===== src/rtl/slink_fifo_wr_arbiter_if.sv =====
// Write-side bundle between the link-layer packet sources, the arbiter and
// the clock-crossing FIFO write port.
// The slave view belongs to the arbiter. The master view belongs to whatever
// drives the requesters and models the FIFO flags.
interface slink_fifo_wr_arbiter_if #(
    parameter int NUM_REQ   = 4,
    parameter int DATA_SIZE = 40
);
    logic [NUM_REQ-1:0]           req_valid;
    logic [NUM_REQ-1:0]           req_last;
    logic [NUM_REQ*DATA_SIZE-1:0] req_data;
    logic [NUM_REQ-1:0]           req_ready;
    logic                         fifo_winc;
    logic [DATA_SIZE-1:0]         fifo_wdata;
    logic                         fifo_wfull;
    logic                         fifo_almost_full;

    modport master (
        output req_valid, req_last, req_data, fifo_wfull, fifo_almost_full,
        input  req_ready, fifo_winc, fifo_wdata
    );

    modport slave (
        input  req_valid, req_last, req_data, fifo_wfull, fifo_almost_full,
        output req_ready, fifo_winc, fifo_wdata
    );
endinterface


===== src/rtl/slink_fifo_wr_arbiter.sv =====
// Packet-atomic round-robin arbiter for the slink FIFO write port.
// One requester is locked in from its grant until its last beat is written.
// FIFO full, and optionally almost-full, holds off beats but never arbitration.
module slink_fifo_wr_arbiter #(
    parameter  int NUM_REQ   = 4,
    parameter  int DATA_SIZE = 40,
    localparam int IDX_W     = $clog2(NUM_REQ)
) (
    input  logic                   clk,
    input  logic                   reset,
    input  logic                   swi_enable,
    input  logic                   swi_use_almost_full,
    slink_fifo_wr_arbiter_if.slave bus,
    output logic [IDX_W-1:0]       gnt_idx,
    output logic                   busy
);

    typedef enum logic {
        IDLE   = 1'b0,
        LOCKED = 1'b1
    } state_t;

    state_t             state;
    state_t             state_next;
    logic [IDX_W-1:0]   rr_ptr;
    logic [IDX_W-1:0]   winner;
    logic [IDX_W-1:0]   cand_idx;
    int                 cand;
    logic               stall;
    logic               grant;
    logic               done;
    logic [NUM_REQ-1:0] ready_int;
    logic               winc_int;

    assign stall          = bus.fifo_wfull | (swi_use_almost_full & bus.fifo_almost_full);
    assign bus.req_ready  = ready_int;
    assign bus.fifo_winc  = winc_int;
    assign bus.fifo_wdata = bus.req_data[gnt_idx*DATA_SIZE +: DATA_SIZE];

    // Find the first valid requester at or after rr_ptr. The scan runs from the
    // farthest offset down to the nearest one, so the nearest valid requester wins.
    always_comb begin
        winner   = '0;
        cand     = 0;
        cand_idx = '0;
        for (int k = NUM_REQ - 1; k >= 0; k--) begin
            cand = int'(rr_ptr) + k;
            if (cand >= NUM_REQ) begin
                cand = cand - NUM_REQ;
            end
            cand_idx = cand[IDX_W-1:0];
            if (bus.req_valid[cand_idx]) begin
                winner = cand_idx;
            end
        end
    end

    // Next-state and handshake decode. Ready depends only on the state and the
    // stall flags, never on req_valid.
    always_comb begin
        state_next = state;
        ready_int  = '0;
        winc_int   = 1'b0;
        grant      = 1'b0;
        done       = 1'b0;
        case (state)
            IDLE: begin
                if (swi_enable && (|bus.req_valid)) begin
                    state_next = LOCKED;
                    grant      = 1'b1;
                end
            end
            LOCKED: begin
                ready_int[gnt_idx] = ~stall;
                winc_int           = bus.req_valid[gnt_idx] & ~stall;
                if (winc_int && bus.req_last[gnt_idx]) begin
                    state_next = IDLE;
                    done       = 1'b1;
                end
            end
            default: state_next = IDLE;
        endcase
    end

    // State register. Reset drops any packet in flight straight back to IDLE.
    always_ff @(posedge clk or posedge reset) begin
        if (reset) begin
            state <= IDLE;
        end else begin
            state <= state_next;
        end
    end

    // Grant bookkeeping. The round-robin pointer wraps explicitly so that
    // NUM_REQ values that are not a power of two still cycle correctly.
    always_ff @(posedge clk or posedge reset) begin
        if (reset) begin
            rr_ptr  <= '0;
            gnt_idx <= '0;
            busy    <= 1'b0;
        end else if (grant) begin
            gnt_idx <= winner;
            busy    <= 1'b1;
        end else if (done) begin
            busy <= 1'b0;
            if (gnt_idx == IDX_W'(NUM_REQ - 1)) begin
                rr_ptr <= '0;
            end else begin
                rr_ptr <= gnt_idx + 1'b1;
            end
        end
    end

endmodule


===== src/flat_wrapper.sv =====
// flat-port wrapper written by rule: the top's interface ports become plain ports
module slink_fifo_wr_arbiter_flat 
#(
    parameter  int NUM_REQ   = 4,
    parameter  int DATA_SIZE = 40,
    localparam int IDX_W     = $clog2(NUM_REQ)
)
  (clk, reset, swi_enable, swi_use_almost_full, gnt_idx, busy, bus_req_valid, bus_req_last, bus_req_data, bus_fifo_wfull, bus_fifo_almost_full, bus_req_ready, bus_fifo_winc, bus_fifo_wdata);
  slink_fifo_wr_arbiter_if #(.NUM_REQ(NUM_REQ), .DATA_SIZE(DATA_SIZE)) bus_i ();
  input  logic clk;
  input  logic reset;
  input  logic swi_enable;
  input  logic swi_use_almost_full;
  output logic [IDX_W-1:0] gnt_idx;
  output logic busy;
  input wire logic [$bits(bus_i.req_valid)-1:0] bus_req_valid;
  input wire logic [$bits(bus_i.req_last)-1:0] bus_req_last;
  input wire logic [$bits(bus_i.req_data)-1:0] bus_req_data;
  input wire logic [$bits(bus_i.fifo_wfull)-1:0] bus_fifo_wfull;
  input wire logic [$bits(bus_i.fifo_almost_full)-1:0] bus_fifo_almost_full;
  output wire logic [$bits(bus_i.req_ready)-1:0] bus_req_ready;
  output wire logic [$bits(bus_i.fifo_winc)-1:0] bus_fifo_winc;
  output wire logic [$bits(bus_i.fifo_wdata)-1:0] bus_fifo_wdata;
  assign bus_i.req_valid = bus_req_valid;
  assign bus_i.req_last = bus_req_last;
  assign bus_i.req_data = bus_req_data;
  assign bus_i.fifo_wfull = bus_fifo_wfull;
  assign bus_i.fifo_almost_full = bus_fifo_almost_full;
  assign bus_req_ready = bus_i.req_ready;
  assign bus_fifo_winc = bus_i.fifo_winc;
  assign bus_fifo_wdata = bus_i.fifo_wdata;
  slink_fifo_wr_arbiter #(.NUM_REQ(NUM_REQ), .DATA_SIZE(DATA_SIZE)) u_core (.clk(clk), .reset(reset), .swi_enable(swi_enable), .swi_use_almost_full(swi_use_almost_full), .bus(bus_i), .gnt_idx(gnt_idx), .busy(busy));
endmodule

===== config.mk =====
export PLATFORM = sky130hd
export DESIGN_NAME = slink_fifo_wr_arbiter_flat
export DESIGN_NICKNAME = d
export VERILOG_FILES = /design/src/rtl/slink_fifo_wr_arbiter_if.sv /design/src/rtl/slink_fifo_wr_arbiter.sv /design/src/flat_wrapper.sv
export SDC_FILE = /design/constraint.sdc
export NUM_CORES = 1
export LEC_CHECK = 0
export BUFFER_PORTS_ARGS = -buffer_cell sky130_fd_sc_hd__buf_2
export CAP_MARGIN = 20
export CORE_AREA = 2 2 85 87
export CTS_CLUSTER_SIZE = 30
export DETAILED_ROUTE_END_ITERATION = 7
export DIE_AREA = 0 0 87 89
export PLACE_DENSITY = 0.69
export SLEW_MARGIN = 20
export SYNTH_ARGS = -nofsm -noshare
export SYNTH_HDL_FRONTEND = slang
export SYNTH_SLANG_ARGS = --single-unit

===== constraint.sdc =====
create_clock -name clk -period 1.9 [get_ports clk]
set_input_delay 0 -clock clk [delete_from_list [all_inputs] [get_ports clk]]
set_output_delay 0 -clock clk [all_outputs]
set_load 0.01 [all_outputs]

==> results.py <==
metrics = {
    "timing": {
        "period_minus_slack_ps": 1700,
        "rsz0062_at_grt": "no",
        "tns_ps": 0,
        "tightest_slew_ps": 316,
        "slew_violations": 0,
        "hold_violations": 0,
        "fin_skew_ps": 5.10,
        "min_period_over_period_pct": 89.7,
        "max_freq_mhz": 587,
        "finalSetupViolCount": 0,
        "slew_headroom_pct": 79.0,
    },
    "drt": {
        "drt_iter0_drc": 46,
        "wirelength_um": 6300,
        "ant_nets": 0,
        "drt_first_pass_iters": 4,
        "drc": 0,
        "viasPerCell": 4.65,
        "drt-wirelength-per-cell_um": 15.5,
        "vias": 1891,
    },
    "worst_setup_path": {
        "worstPathCellList": "buf_12 > mux4_2 > buf_2",
        "arrival_ps": 1700,
        "reg2reg_slack_ps": 440,
        "cpLargestDelayFamily": "multiplexers",
        "worstPathRequired_ps": 1900,
        "startpoint_type": "flip-flop",
        "worstSetupEndpointType": "primary output",
        "critPathMaxFanout": 24,
        "cp.buffers_inverters": 2,
        "critical_path.slowest_cell": "mux4_2",
        "cp_slowest_stage_delay_ps": 560,
        "crit_type": "reg2out",
    },
    "global_route": {
        "overflow": 0,
        "grt_pass1_vias": 1808,
        "grt_pass1_wl_um": 8640,
        "grt_start_max_net_pins": 25,
        "antenna_found_initial": 5,
        "track_usage_pct": 14.2,
    },
    "logic_synthesis": {
        "ys_seq_area_share_pct": 10.0,
        "synth_area_leaders": "mux4_2 60%, dfrtp_1 10%, ha_1 3.3%",
        "syn_area_per_cell_um2": 14.7,
        "yosys_register_bits": 6,
        "syn_area_mm2": 0.00150,
        "synth_top_cell_by_area": "mux4_2",
        "synth_top_area_share_pct": 60.2,
        "syn_nets": 280,
        "yosys.cell_types.count": 26,
        "netlist_instances": 102,
        "synth_warnings": 0,
    },
    "clocking": {
        "cts.clk_slew.worst_paths_ps": 40,
        "clk_latency_ps": 220,
        "cts_sinks": 6,
        "numCtsBuffers": 3,
        "ctsResizeCount": 0,
        "cts_hold_buf": 1,
        "postCtsSetupBuffers": 0,
        "cts_tree": "built",
        "clock_tree.htree_level_count": 1,
        "cts_root_buffer": "clkbuf_8",
        "clock_path_buffers": 2,
    },
    "layout": {
        "drive_above_1_share_pct": 86.4,
        "area_growth_pct": 82.1,
        "final_cells": 407,
        "final_nets": 502,
    },
    "floorplan": {
        "rows": 30,
        "die_h_um": 89,
        "io_pins": 222,
        "die_w_um": 87,
        "dieArea_mm2": 0.00774,
        "initial_utilization_pct": 22.3,
        "core-area_mm2": 0.00672,
    },
    "place": {
        "gp_congestion": 0.789,
        "place_inst": 398,
        "dp_hpwl_um": 5640,
        "port_buffers": 221,
    },
    "pwr": {
        "ir_drop_mv": 0.613,
        "power_leakage_nw": 1.39,
        "power.density_mw_per_mm2": 1020,
    },
    "run": {
        "cap_violations": 0,
    },
    "min_path": {
        "min_path_type": "in2reg",
    },
    "status": {
        "status": "finished clean",
    },
}
-- through the flow --
| stage | hold WS [ps] | worst slack [ps] | total power, mW | util, % | cell area (µm²) |
|---|---|---|---|---|---|
| finish | 57.8 | 195 | 2.77 | 40.6 | 2730 |
| CTS | 53.4 | 188 | 2.81 | 40.4 | 2720 |
| global placement | -83.3 | 448 | 2.57 | 39.6 | 2660 |
| floorplan | -209 | 420 | 1.88 | - | 1500 |
| global route | 90.1 | 125 | 2.98 | 40.5 | 2720 |
| detailed placement | -78.2 | 433 | 2.59 | 39.6 | 2660 |
-- final timing paths --
| check | start | cells after the start | end |
|---|---|---|---|
| max in group asynchronous | reset | 3 | u_core.gnt_idx[0] |
| min reg2reg | u_core.state | 2 | u_core.state |
| min in group asynchronous | reset | 3 | u_core.rr_ptr[0] |
| max reg2reg | u_core.gnt_idx[0] | 4 | u_core.rr_ptr[1] |
| min | swi_enable | 3 | u_core.state |
| max | u_core.gnt_idx[0] | 3 | bus_fifo_wdata[10] |
-- synth_stat cells --
master,number
mux2_2,2
a21boi_0,1
a211oi_2,1
o21ai_0,5
clkbuf_8,2
a21oi_1,2
or4_4,1
buf_6,4
dfrtp_1,6
inv_1,6
buf_2,3
nand3_2,1
o22ai_1,1
nand2_1,4
nor2b_1,3
mux4_2,40
mux4_1,1
o221ai_1,1
nor2_1,3
buf_12,1
o211a_4,1
a21o_2,1
o211ai_2,1
nand3_1,2
and2_1,5
ha_1,4
-- cell type report --
| cell class | instances | area [µm²] |
|---|---|---|
| inverters | 6 | 22.5 |
| fillers | 675 | 3990 |
| well taps | 80 | 100 |
| diodes | 4 | 10.0 |
| clock buffers | 4 | 45.0 |
| repair buffers | 227 | 1180 |
| flip-flops and latches | 6 | 153 |
| multi-input cells | 80 | 1220 |
-- cell usage in the layout, fill, tap and decap left out, types with 2 or more instances in the layout --
cell type,Yosys,layout
inv_1,6,6
buf_4,0,3
and2_1,5,5
clkbuf_8,2,3
o21ai_0,5,5
dfrtp_2,0,2
mux2_2,2,2
mux4_2,40,40
ha_1,4,4
buf_2,3,221
a21oi_1,2,2
nor2_1,3,3
dfrtp_1,6,4
nor2b_1,3,3
diode_2,0,4
nand2_1,4,4
nand3_1,2,2
buf_12,1,2
-- logic make-up (layout without fill, tap and decap cells) --
logic type      Yosys count  after routing  share of synthesized area, %
simple gates             19             19                          7.19
compound gates           14             14                          7.27
fa+ha+maj                 4              4                          3.34
mux                      43             43                          63.5
buf+inv                  16            237                          8.70
other cells               0              4                             0
flops                     6              6                          10.0
-- sequential cells by signal, summed over array words and instances (netlist names) --
name and count:
u_core.busy 1, u_core.gnt_idx 2, u_core.state 1, u_core.rr_ptr 2
-- metal layers --
metal | part of all wire (%) | vias up | wire (µm) | GRT usage [%]
met3 | 9.6 | 6 | 607 | 4.34
met5 | 0.21 | - | 13 | 0
met2 | 54 | 102 | 3410 | 27.4
li1 | - | 892 | - | -
met1 | 35 | 889 | 2220 | 15.3
met4 | 0.78 | 2 | 49 | 2.84
-- report_power, final --
part | internal (mW) | total [mW] | switching (mW)
Combinational | 1.27 | 2.28 | 1.00
Clock | 0.145 | 0.204 | 0.0594
Sequential | 0.192 | 0.288 | 0.0954
Total | 1.61 | 2.77 | 1.16
-- worst register-to-register path, delay by kind of cell, from the launching register on --
kind                     cells  cell delay (ps)
adder cells (fa/ha/maj)      1              280
flip-flops                   1              500
buffers and inverters        2              310
multiplexers                 1              260
Power figures use the tool's default switching activity.
